$ cat config.mk
export PLATFORM = sky130hd
export DESIGN_NAME = ram_arbiter
export DESIGN_NICKNAME = d
export VERILOG_FILES = /design/src/rtl/ram_arb_pkg.sv /design/src/rtl/ram_arbiter_starve_counter.sv /design/src/rtl/ram_arbiter.sv
export SDC_FILE = /design/constraint.sdc
export NUM_CORES = 1
export LEC_CHECK = 0
export ABC_AREA = 0
export CORE_AREA = 2 2 78 80
export DETAILED_ROUTE_END_ITERATION = 16
export DIE_AREA = 0 0 80 82
export GPL_TIMING_DRIVEN = 0
export PLACE_DENSITY = 0.79
export SYNTH_ARGS = -nofsm -noshare
export SYNTH_HDL_FRONTEND = slang
export SYNTH_SLANG_ARGS = --single-unit
$ cat constraint.sdc
create_clock -name clk -period 4.85 [get_ports clk]
set_input_delay 0.485 -clock clk [delete_from_list [all_inputs] [get_ports clk]]
set_output_delay 0.485 -clock clk [all_outputs]
set_load 0.005 [all_outputs]
$ cat src/rtl/ram_arb_pkg.sv
// ram_arb_pkg: shared owner encoding and default starvation limit for ram_arbiter
package ram_arb_pkg;
  typedef enum logic [1:0] {OWN_NONE, OWN_CPU, OWN_DMA} owner_t;
  localparam int MAX_WAIT_DEF = 8;
endpackage

$ cat src/rtl/ram_arbiter_starve_counter.sv
// starve_counter: counts consecutive refused cycles of a pending request, saturating at MAX_WAIT
module starve_counter #(
  parameter int MAX_WAIT = 8
) (
  input  logic clk,
  input  logic rst,
  input  logic pending,
  input  logic granted,
  output logic at_limit
);
  logic [7:0] cnt_q, cnt_d;
  assign at_limit = cnt_q == 8'(MAX_WAIT);
  always_comb cnt_d = (!pending || granted) ? 8'd0 : (at_limit ? cnt_q : cnt_q + 8'd1);
  always_ff @(posedge clk) begin
    if (rst) cnt_q <= '0;
    else cnt_q <= cnt_d;
  end
endmodule

$ cat src/rtl/ram_arbiter.sv
// ram_arbiter: shares one synchronous RAM port between the CPU (default priority) and a read-only stream port
module ram_arbiter
  import ram_arb_pkg::*;
#(
  parameter int ADDR_W   = 10,
  parameter int DATA_W   = 32,
  parameter int MAX_WAIT = MAX_WAIT_DEF
) (
  input  logic              clk,
  input  logic              rst,
  input  logic              cpu_req,
  input  logic              cpu_we,
  input  logic [ADDR_W-1:0] cpu_addr,
  input  logic [DATA_W-1:0] cpu_wdata,
  output logic [DATA_W-1:0] cpu_rdata,
  output logic              cpu_stall,
  input  logic              dma_req,
  input  logic [ADDR_W-1:0] dma_addr,
  output logic              dma_gnt,
  output logic [DATA_W-1:0] dma_rdata,
  output logic              dma_valid,
  output logic [ADDR_W-1:0] ram_addr,
  output logic [DATA_W-1:0] ram_wdata,
  output logic              ram_we,
  input  logic [DATA_W-1:0] ram_rdata
);
  logic   at_limit, force_dma, cpu_gnt;
  owner_t owner_q, owner_d;
  starve_counter #(.MAX_WAIT(MAX_WAIT)) u_starve (
    .clk(clk), .rst(rst), .pending(dma_req), .granted(dma_gnt), .at_limit(at_limit)
  );
  assign force_dma = dma_req && at_limit;
  assign cpu_gnt   = cpu_req && !force_dma;
  assign dma_gnt   = dma_req && (!cpu_req || force_dma);
  assign cpu_stall = cpu_req && !cpu_gnt;
  assign ram_addr  = dma_gnt ? dma_addr : cpu_addr;
  assign ram_wdata = cpu_wdata;
  assign ram_we    = cpu_gnt && cpu_we && !rst;
  always_comb owner_d = dma_gnt ? OWN_DMA : ((cpu_gnt && !cpu_we) ? OWN_CPU : OWN_NONE);
  always_ff @(posedge clk) begin
    if (rst) owner_q <= OWN_NONE;
    else owner_q <= owner_d;
  end
  // read data in flight during a reset cycle is discarded
  assign dma_valid = (owner_q == OWN_DMA) && !rst;
  assign dma_rdata = dma_valid ? ram_rdata : '0;
  assign cpu_rdata = ((owner_q == OWN_CPU) && !rst) ? ram_rdata : '0;
endmodule

==> results of run 1 <==
cell usage in the layout, fill, tap and decap left out, types with 3 or more instances in the layout:
cell type                         instances
sky130_fd_sc_hd__clkdlybuf4s50_1        166
sky130_fd_sc_hd__clkbuf_8                 4
sky130_fd_sc_hd__buf_4                   32
sky130_fd_sc_hd__a21oi_1                  4
sky130_fd_sc_hd__or3_1                    3
sky130_fd_sc_hd__nor2_1                   6
sky130_fd_sc_hd__o21ai_0                  4
sky130_fd_sc_hd__nand3_1                  4
sky130_fd_sc_hd__and2_1                  64
sky130_fd_sc_hd__mux2_4                   8
sky130_fd_sc_hd__inv_1                    8
sky130_fd_sc_hd__clkbuf_1                 6
sky130_fd_sc_hd__dfxtp_1                 10
worst register-to-register path, delay by kind of cell (launching register included):
family / cells / cell delay [ns]
AND/OR/NAND/NOR: 2 / 0.29
adder cells (fa/ha/maj): 1 / 0.23
AO/OA/AOI/OAI: 1 / 0.22
buffers and inverters: 2 / 0.28
flip-flops: 1 / 0.44
routing by layer:
layer | routed length, µm | GRT usage | up-vias | share of wire
li1 | - | - | 874 | -
met1 | 1740 | 0.142 | 764 | 0.33
met2 | 2760 | 0.268 | 96 | 0.53
met3 | 633 | 0.0462 | 8 | 0.12
met4 | 104 | 0.0492 | 0 | 0.020
met5 | 0 | 0 | - | 0
cell type report:
cell class / instances / area share
Timing Repair Buffer: 166 / 0.524
Multi-Input combinational cell: 116 / 0.266
Buffer: 40 / 0.0900
Sequential cell: 10 / 0.0632
Tap cell: 75 / 0.0296
Clock buffer: 4 / 0.0174
Inverter: 8 / 0.00948
metrics by stage:
stage                     std cells   util  instance area [µm²]  hold WS (ns)
after floorplan                 174      -                 1360         0.458
after global placement          415  0.542                 3110         0.481
after detailed placement        415  0.542                 3110         0.507
after CTS                       419  0.551                 3170         0.520
after global routing            419  0.551                 3170         0.567
final                           419  0.551                 3170         0.519
sequential cells by signal (all words and copies together) (netlist names):
name,count
u_starve.cnt_q,8
owner_q,2
cells in the mapped netlist, types with 3 or more instances:
library cell and number:
sky130_fd_sc_hd__o21ai_0 4, sky130_fd_sc_hd__or3_1 3, sky130_fd_sc_hd__a21oi_1 4, sky130_fd_sc_hd__dfxtp_1 10, sky130_fd_sc_hd__and2_1 64, sky130_fd_sc_hd__buf_4 32
sky130_fd_sc_hd__inv_1 8, sky130_fd_sc_hd__mux2_4 8, sky130_fd_sc_hd__nand3_1 4, sky130_fd_sc_hd__clkbuf_1 6, sky130_fd_sc_hd__nor2_1 6
cells by family after synthesis:
| kind of cell | after synthesis | share of synthesized area |
|---|---|---|
| compound gates | 12 | 0.0553 |
| xor+xnor | 2 | 0.0129 |
| fa+ha+maj | 2 | 0.0184 |
| buf+inv | 48 | 0.232 |
| flops | 10 | 0.147 |
| mux | 10 | 0.105 |
| simple gates | 90 | 0.429 |
how the worst min path moves through the flow:
stage | startpoint | to | slack, ns | depth (start not counted)
after floorplan | u_starve.cnt_q[0]$_SDFFE_PP0P_ | u_starve.cnt_q[0]$_SDFFE_PP0P_ | 0.46 | 1
after global placement | u_starve.cnt_q[0]$_SDFFE_PP0P_ | u_starve.cnt_q[0]$_SDFFE_PP0P_ | 0.48 | 1
after detailed placement | u_starve.cnt_q[0]$_SDFFE_PP0P_ | u_starve.cnt_q[0]$_SDFFE_PP0P_ | 0.51 | 1
after CTS | u_starve.cnt_q[0]$_SDFFE_PP0P_ | u_starve.cnt_q[0]$_SDFFE_PP0P_ | 0.52 | 1
after global routing | u_starve.cnt_q[6]$_SDFFE_PP0P_ | u_starve.cnt_q[6]$_SDFFE_PP0P_ | 0.57 | 2
final | u_starve.cnt_q[0]$_SDFFE_PP0P_ | u_starve.cnt_q[0]$_SDFFE_PP0P_ | 0.52 | 1
report_power, final:
group          switching [mW]  total [mW]  internal, mW
sequential            0.00103      0.0844        0.0834
clock                  0.0353       0.107        0.0716
combinational          0.0385       0.158         0.120
==> results.txt, run 1 <==
----------------------------------------------------
[Run]
  Max-capacitance violation count ... 0

[Final layout]
  Area of the multi-input gates ... around 840 µm²
  Sequential standard cell area ... 200 µm²
  Layout fillers ... 532
  Synth-to-Final Area Change ... 133%
  Share of layout cells above drive strength 1 ... 0.154
  # diodes ... 0
  Final net count ... between 400 and 500

[Floorplan]
  Site Rows ... 28
  Ports ... just under 200
  Die ar. ... ~6600 µm²
  Chip Width ... ~80 µm
  Initial cell density of the core ... 0.236
  Core footprint ... about 5700 µm²
  Chip Height ... ~80 µm

[Worst setup path]
  Buffers plus inverters on the worst setup path ... 3
  Data arrival time at the worst-slack endpoint ... 2.64 ns
  Crit Path Class ... input pin to output port
  Max Fanout on Critical Path ... 10
  Crit path max-delay family ... buffers and inverters
  Largest stage delay, worst path ... 0.61 ns
  List of cells traversed by the critical path ... clkdlybuf4s50_1, nor3b_1, clkbuf_1, and2_1, clkdlybuf4s50_1
  Worst setup path endpoint ... dma_rdata[17]
  Critical register-to-register path endpoint ... owner_q[1]$_SDFF_PP0_
  CP startpoint ... rst
  Critical path data required time ... between 4 and 5 ns
  Type of destination of the critical path ... output port
  Depth of the worst register-to-register path ... 6
  R2R Setup Slk ... approximately 3.3 ns
  Standard cell with the maximum stage delay on the critical path ... sky130_fd_sc_hd__nor3b_1
  Worst Setup Start Kind ... input pin
  Source of the worst register-to-register timing path ... u_starve.cnt_q[0]$_SDFFE_PP0P_
  Cell seen most often among critical-path stages ... sky130_fd_sc_hd__clkdlybuf4s50_1
  Path length in cells of the critical path ... 5

[Global route]
  Largest net degree at the start of global routing ... 11
  Tot GR Track Use ... 0.140
  Global-route wire length before repair ... approximately 7400 µm
  Vias in the first global route ... around 1,600
  Total overflow reported by the global router ... 0
  Antenna violations before repair ... 0

[Clock network]
  Sink Count ... 10
  Root Driver ... sky130_fd_sc_hd__clkbuf_8
  Number of resized instances in the post-cts repair step ... 0
  Maximum buffer depth of the clock tree ... 2
  Insertion delay to the later sink of the worst-skew pair ... roughly 0.24 ns
  Clk pin slew, worst setup/hold paths ... roughly 0.05 ns
  Setup Fix Bufs, Post-CTS ... 0
  Hold Buf Count CTS ... 0
  Number of H-tree levels ... 1
  CTS Buf Count ... 3
  TritonCTS clock tree ... done

[STA]
  Normalized max-slew margin ... 0.547
  Worst setup margin ... between 1.5 and 2 ns
  Final period demand of the worst path ... ~3.1 ns
  Slew of the pin with the lowest slew margin ... between 0.6 and 0.7 ns
  Max-slew violation count ... 0
  Number of hold violations in the final report ... 0
  Finish-stage setup viols ... 0
  Total negative slack ... 0 ns
  Unrepaired setup endpoints after global routing ... false
  Upper clock frequency limit ... approximately 0.32 GHz
  Worst clock skew on the final layout ... 0.00458 ns
  Final critical-path share of the clock period ... 0.644

[Yosys]
  Cell type contributing the most total cell area after synthesis ... sky130_fd_sc_hd__and2_1
  Most instantiated flip-flop cell in the synthesis netlist ... sky130_fd_sc_hd__dfxtp_1
  Per-instance average area after synthesis ... about 7.8 µm²
  Share of Yosys cell area claimed by the top area cell type ... 0.295
  Largest cells by area after synthesis ... sky130_fd_sc_hd__and2_1, sky130_fd_sc_hd__buf_4, sky130_fd_sc_hd__dfxtp_1
  Syn Inst Count ... ~170
  Register bit count reported by yosys ... 10
  Area of the mapped netlist ... ~1400 µm²
  Number of enable-type register cells in the synthesized netlist ... 0
  Number of different library cells in the post-synthesis netlist ... 31
  Post-synthesis async set-or-reset flop share ... 0
  Post-Syn Nets ... about 270
  Post-synthesis sequential area ratio ... 0.147
  Warnings, synthesis ... 0

[Detailed routing]
  Via Count ... ~1,700
  Router iterations before antenna repair ... 4
  Per-cell routed wire length ... between 10 and 15 µm
  Initial DRC Count ... 13
  Post-detailed-route count of antenna-violating nets ... 0
  Vias per cell ... ~4.2
  Final routed wirelength across all metal layers ... around 5200 µm
  Remaining design rule violation count ... 0

[Power]
  Power density relative to cell area ... roughly 110 nW/µm²
  Worst voltage drop across the vdd grid ... 126 µV
  Power Total ... about 0.35 mW
  Leakage component of the power ... 1.26 nW

[Status]
  Outcome ... finished, final reports clean

[Placed design]
  Total of buffers placed on input and output ports ... 166
  Post-Place Setup Slack ... ~1.7 ns
  GP Congestion ... 0.809
  Detailed placer's ending HPWL ... around 4600 µm

[Min path]
  Class of the tightest hold or removal check ... flip-flop to flip-flop

----------------------------------------------------
No activity file was read; power rests on OpenSTA's default activity.
==> inputs of run 2 (changes only) <==
--- a/config.mk
+++ b/config.mk
@@ -6,9 +6,9 @@
 export NUM_CORES = 1
 export LEC_CHECK = 0
 export ABC_AREA = 0
-export CORE_AREA = 2 2 78 80
+export CORE_MARGIN = 1.5
+export CORE_UTILIZATION = 24
 export DETAILED_ROUTE_END_ITERATION = 16
-export DIE_AREA = 0 0 80 82
 export GPL_TIMING_DRIVEN = 0
 export PLACE_DENSITY = 0.79
 export SYNTH_ARGS = -nofsm -noshare
==> constraint.sdc (replaced) <==
create_clock -name clk -period 2.95 [get_ports clk]
set_input_delay 0.295 -clock clk [delete_from_list [all_inputs] [get_ports clk]]
set_output_delay 0.295 -clock clk [all_outputs]
set_load 0.005 [all_outputs]
==> run 2 against run 1 <==
- critical path depth up 2
- sequential cell count unchanged
- largest cell class unchanged
- routed wire length down 3.1%
- hold slack worse by 0.0050 ns
- core utilization increased by 2.9 points
- critical endpoint is now ram_addr[3]
- total power grew 62%
- sequential power increased by 65%
- design area up 0.20%
==> results.txt, run 2 (same netlist as run 1, synthesis figures left out) <==
----------------------------------------------------
[Status]
  Outcome ... finished, final reports clean

[Clock network]
  Number of H-tree levels ... 1
  Root Driver ... sky130_fd_sc_hd__clkbuf_8
  Setup Fix Bufs, Post-CTS ... 0
  TritonCTS clock tree ... done
  Sink Count ... 10
  Maximum buffer depth of the clock tree ... 2
  Clk pin slew, worst setup/hold paths ... around 0.05 ns
  Insertion delay to the later sink of the worst-skew pair ... 0.23 ns
  CTS Buf Count ... 3

[Detailed routing]
  Met2 wire length ... approximately 2800 µm
  Final routed wirelength across all metal layers ... 5080 µm
  Initial DRC Count ... 31
  Post-detailed-route count of antenna-violating nets ... 0
  Remaining design rule violation count ... 0
  Per-cell routed wire length ... about 12 µm
  Vias per cell ... between 4 and 5
  Wire length on met3 ... ~460 µm
  Sum of routed wire segments on met1 ... 1790 µm
  Router iterations before antenna repair ... 4
  Via Count ... 1,739
  Max layer used ... met4

[Floorplan]
  Core footprint ... between 5000 and 6000 µm²
  Ports ... about 200
  Die ar. ... between 6000 and 7000 µm²
  Chip Width ... 78.2 µm
  Chip Height ... a little under 80 µm
  Initial cell density of the core ... 0.248
  Site Rows ... 27

[Final layout]
  Synth-to-Final Area Change ... 134%
  Non-filler cells in the finished layout ... approximately 420
  Commonest non-fill, non-tap cell in the layout ... sky130_fd_sc_hd__clkdlybuf4s50_1
  # diodes ... 0
  Largest register by flop count ... u_starve.cnt_q
  Layout fillers ... around 500
  Final design utilization ... 0.580
  Most frequent cells in the layout ... sky130_fd_sc_hd__clkdlybuf4s50_1, sky130_fd_sc_hd__and2_1, sky130_fd_sc_hd__buf_4, sky130_fd_sc_hd__dfxtp_1
  Final net count ... 436
  Number of flip-flops under the largest register name ... 8
  Share of layout cells above drive strength 1 ... 0.160
  Registers with the most flip-flops ... u_starve.cnt_q (8), owner_q (2)

[Worst setup path]
  Type of destination of the critical path ... output port
  Max Fanout on Critical Path ... 10
  Data arrival time at the worst-slack endpoint ... 2.38 ns
  Crit Path Class ... flip-flop to output port
  Critical path data required time ... about 2.7 ns
  R2R Setup Slk ... about 1.4 ns
  Worst Setup Start Kind ... flip-flop

[STA]
  Final period demand of the worst path ... about 2.7 ns
  Unrepaired setup endpoints after global routing ... false
  Number of hold violations in the final report ... 0
  Upper clock frequency limit ... ~0.37 GHz
  Slew of the pin with the lowest slew margin ... 0.394 ns
  Hold_ws ... 0.514 ns
  Normalized max-slew margin ... 0.736
  Worst clock skew on the final layout ... roughly 0.0021 ns
  Max-slew violation count ... 0
  Finish-stage setup viols ... 0
  Worst setup margin ... ~0.28 ns
  Total negative slack ... 0 ns
  Final critical-path share of the clock period ... 0.906

[Placed design]
  GP Congestion ... just under 0.8
  Post-Place Setup Slack ... roughly 0.17 ns
  Detailed placer's ending HPWL ... between 4000 and 5000 µm
  Cells after DPL ... ~400
  Total of buffers placed on input and output ports ... around 170

[Global route]
  Vias in the first global route ... around 1,700
  Tot GR Track Use ... 0.154
  Total overflow reported by the global router ... 0
  Antenna violations before repair ... 0
  Global-route wire length before repair ... 7770 µm
  Largest net degree at the start of global routing ... 11

[Run]
  Max-capacitance violation count ... 0

[Min path]
  Class of the tightest hold or removal check ... flip-flop to flip-flop

[Power]
  Power density relative to cell area ... about 180 nW/µm²
  Leakage component of the power ... approximately 1.3 nW
  Worst voltage drop across the vdd grid ... between 150 and 200 µV

----------------------------------------------------
run 2: cell count changes in the layout (fill, tap and decap cells not counted):
cell / previous run / this run
sky130_fd_sc_hd__nor3b_1: 2 / 0
sky130_fd_sc_hd__nor3b_2: 0 / 2
run 2: layout make-up:
type	count	area (µm²)	share of cell area
flip-flops and latches	10	200	0.0631
clock buffers	4	55.1	0.0173
repair buffers	166	1660	0.523
well taps	72	90.1	0.0284
inverters	8	30.0	0.00946
multi-input cells	116	852	0.268
plain buffers	40	285	0.0899
run 2: critical path, cell delays in order (launching register included):
cell,delay (ns)
sky130_fd_sc_hd__dfxtp_1,0.42
sky130_fd_sc_hd__inv_1,0.07
sky130_fd_sc_hd__ha_1,0.23
sky130_fd_sc_hd__and4bb_2,0.24
sky130_fd_sc_hd__a21oi_2,0.22
sky130_fd_sc_hd__buf_6,0.21
sky130_fd_sc_hd__mux2_4,0.31
sky130_fd_sc_hd__clkdlybuf4s50_1,0.46
run 2: path summary, 6_finish.rpt:
kind	start	end	depth (start not counted)
worst min-delay path	u_starve.cnt_q[0]$_SDFFE_PP0P_	u_starve.cnt_q[0]$_SDFFE_PP0P_	1
worst max-delay path	u_starve.cnt_q[0]$_SDFFE_PP0P_	ram_addr[3]	7
worst min register to register	u_starve.cnt_q[0]$_SDFFE_PP0P_	u_starve.cnt_q[0]$_SDFFE_PP0P_	1
worst max register to register	u_starve.cnt_q[0]$_SDFFE_PP0P_	owner_q[1]$_SDFF_PP0_	6
run 2: where the power goes:
group	internal [mW]	switching, mW	total [mW]
logic	0.197	0.0631	0.260
clock network	0.117	0.0488	0.166
registers	0.137	0.00173	0.139
run 2: repair_timing:
| action | in CTS | in global routing |
|---|---|---|
| hold buffers | 0 | 0 |
| endpoints found under the setup margin | 0 | 5 |
| gates resized for setup | 0 | 2 |
run 2: layer usage:
layer	track usage	vias up
li1	-	868
met3	0.0430	8
met2	0.312	95
met4	0.0268	0
met1	0.156	768
met5	0	-
run 2: metrics by stage:
stage	total power [mW]	instance area [µm²]
4_1_cts	0.573	3160
6_report	0.565	3170
5_1_grt	0.595	3170
3_5_place_dp	0.404	3110
3_3_place_gp	0.400	3110
2_1_floorplan	0.224	1360
==> inputs of run 3 (changes only) <==
==> constraint.sdc (replaced) <==
create_clock -name clk -period 2.95 [get_ports clk]
set_input_delay 0.7375 -clock clk [delete_from_list [all_inputs] [get_ports clk]]
set_output_delay 0.7375 -clock clk [all_outputs]
set_load 0.005 [all_outputs]
==> run 3 against run 2 <==
- clock power about the same
- register-to-register slack got worse by 0.06 ns
- via count increased by 3.7%
- maximum frequency decreased by 7.7%
- clock skew about the same
==> results.txt, run 3 (same netlist as run 1, synthesis figures left out) <==
----------------------------------------------------
[Power]
  Clk pwr share ... 0.287
  Power density relative to cell area ... 174 nW/µm²
  Worst voltage drop across the vdd grid ... 166 µV
  Power Total ... around 0.58 mW
  Leakage component of the power ... about 1.4 nW
  Switching component of the power ... around 0.12 mW
  Part of the total power dissipated in combinational logic ... 0.472
  Switching power share of the total ... 0.207
  Total internal power ... between 0.4 and 0.5 mW
  Reg power frac ... 0.241

[Worst setup path]
  Type of destination of the critical path ... output port
  Data arrival time at the worst-slack endpoint ... around 2.2 ns
  Crit Path Class ... input pin to output port
  Max Fanout on Critical Path ... 5
  Worst Setup Start Kind ... input pin
  Depth of the worst register-to-register path ... 9
  Critical path data required time ... between 2 and 2.5 ns

[Final layout]
  Most frequent cells in the layout ... sky130_fd_sc_hd__clkdlybuf4s50_1, sky130_fd_sc_hd__and2_1, sky130_fd_sc_hd__buf_4
  Area of the multi-input gates ... 875 µm²
  Commonest non-fill, non-tap cell in the layout ... sky130_fd_sc_hd__clkdlybuf4s50_1
  Share of layout cells above drive strength 1 ... 0.215
  Largest register by flop count ... u_starve.cnt_q
  # diodes ... 0
  Sequential standard cell area ... about 210 µm²
  Layout fillers ... about 480
  Synth-to-Final Area Change ... 145%
  Number of flip-flops under the largest register name ... 8
  Registers with the most flip-flops ... u_starve.cnt_q (8), owner_q (2)
  Final design utilization ... 0.607
  Final net count ... about 450

[Global route]
  Tot GR Track Use ... 0.161
  Antenna violations before repair ... 0
  Total overflow reported by the global router ... 0
  Vias in the first global route ... between 1,500 and 2,000
  Largest net degree at the start of global routing ... 11
  Global-route wire length before repair ... roughly 8000 µm

[STA]
  Final critical-path share of the clock period ... 0.982
  Final period demand of the worst path ... 2.90 ns
  Finish-stage setup viols ... 0
  Unrepaired setup endpoints after global routing ... false
  Worst clock skew on the final layout ... approximately 0.0026 ns
  Upper clock frequency limit ... roughly 0.35 GHz
  Number of hold violations in the final report ... 0
  Max-slew violation count ... 0
  Normalized max-slew margin ... 0.739
  Slew of the pin with the lowest slew margin ... 0.389 ns

[Floorplan]
  Ports ... ~200
  Chip Height ... 78.2 µm
  Die ar. ... a little over 6000 µm²
  Initial cell density of the core ... 0.248
  Chip Width ... approximately 78 µm
  Core footprint ... 5470 µm²
  Site Rows ... 27

[Detailed routing]
  Via Count ... between 1,500 and 2,000
  Initial DRC Count ... 44
  Remaining design rule violation count ... 0
  Post-detailed-route count of antenna-violating nets ... 0
  Final routed wirelength across all metal layers ... about 5300 µm
  Router iterations before antenna repair ... 4
  Vias per cell ... roughly 4.2
  Per-cell routed wire length ... 12.6 µm

[Placed design]
  Detailed placer's ending HPWL ... ~4500 µm
  GP Congestion ... a little under 0.8
  Total of buffers placed on input and output ports ... around 170

[Clock network]
  Number of H-tree levels ... 1
  Clk pin slew, worst setup/hold paths ... about 0.050 ns
  Root Driver ... sky130_fd_sc_hd__clkbuf_8
  Maximum buffer depth of the clock tree ... 2
  CTS Buf Count ... 3
  Insertion delay to the later sink of the worst-skew pair ... 0.23 ns
  TritonCTS clock tree ... done
  Sink Count ... 10

[Run]
  Max-capacitance violation count ... 0

[Status]
  Outcome ... finished, final reports clean

[Min path]
  Class of the tightest hold or removal check ... flip-flop to flip-flop
  Number of instances on the worst hold path ... 1

----------------------------------------------------
[run 3: cell types whose count changed in the layout (fill, tap and decap cells not counted), moves of 3 or more]
| cell | before | now |
|---|---|---|
| sky130_fd_sc_hd__clkbuf_2 | 0 | 3 |
| sky130_fd_sc_hd__buf_6 | 2 | 5 |
| sky130_fd_sc_hd__clkbuf_1 | 6 | 0 |
| sky130_fd_sc_hd__buf_4 | 32 | 35 |
| sky130_fd_sc_hd__clkdlybuf4s15_1 | 0 | 7 |
| sky130_fd_sc_hd__clkdlybuf4s50_1 | 166 | 152 |
| sky130_fd_sc_hd__dlygate4sd2_1 | 0 | 3 |
[run 3: final timing paths]
path                                                      from                              to  slack, ns
worst min-delay path            u_starve.cnt_q[0]$_SDFFE_PP0P_  u_starve.cnt_q[0]$_SDFFE_PP0P_       0.46
worst min register to register  u_starve.cnt_q[0]$_SDFFE_PP0P_  u_starve.cnt_q[0]$_SDFFE_PP0P_       0.46
worst max register to register  u_starve.cnt_q[0]$_SDFFE_PP0P_           owner_q[1]$_SDFF_PP0_       1.33
worst max-delay path                                   dma_req                     ram_addr[3]       0.05
[run 3: layer usage]
layer / up-vias / wire, µm / track usage
li1: 886 / - / -
met3: 10 / 456 / 0.0419
met2: 99 / 2920 / 0.323
met4: 0 / 91 / 0.0321
met1: 808 / 1870 / 0.166
met5: - / 0 / 0
[run 3: critical path: stages]
cell                              delay [ns]
sky130_fd_sc_hd__clkdlybuf4s15_2        0.20
sky130_fd_sc_hd__and4bb_2               0.24
sky130_fd_sc_hd__a21oi_4                0.15
sky130_fd_sc_hd__buf_6                  0.12
sky130_fd_sc_hd__buf_6                  0.08
sky130_fd_sc_hd__buf_8                  0.11
sky130_fd_sc_hd__mux2_4                 0.30
sky130_fd_sc_hd__clkdlybuf4s15_1        0.21
[run 3: per-stage QoR]
step	hold WS [ns]	instance area (µm²)	std cells	TNS, ns	setup slack, ns
4_1_cts	0.485	3310	425	0	0.0309
2_1_floorplan	0.458	1360	174	0	0.595
3_3_place_gp	0.480	3110	412	-42.15	-0.645
3_5_place_dp	0.513	3110	412	-45.34	-0.719
5_1_grt	0.490	3320	425	0	0.00144
6_report	0.459	3320	425	0	0.0536
[run 3: cell type report]
cell class | count | area share
inverter | 8 | 0.00904
buffer | 40 | 0.0926
sequential | 10 | 0.0617
tap | 72 | 0.0271
multi-input combinational | 116 | 0.263
timing repair buffer | 175 | 0.530
clock buffer | 4 | 0.0166
[run 3: what timing repair did]
action	4_1_cts	5_1_grt
setup buffers	7	0
resized for setup	49	5
cloned	2	0
pin swaps	3	1
endpoints found under the setup margin	76	11
hold buffers	0	0
[run 3: power by group through the flow]
stage          clock (mW)  combinational [mW]  sequential, mW
2_1_floorplan           0              0.0827           0.141
3_3_place_gp            0               0.259           0.141
3_5_place_dp            0               0.262           0.141
4_1_cts             0.171               0.275           0.140
5_1_grt             0.179               0.291           0.139
6_report            0.165               0.273           0.139
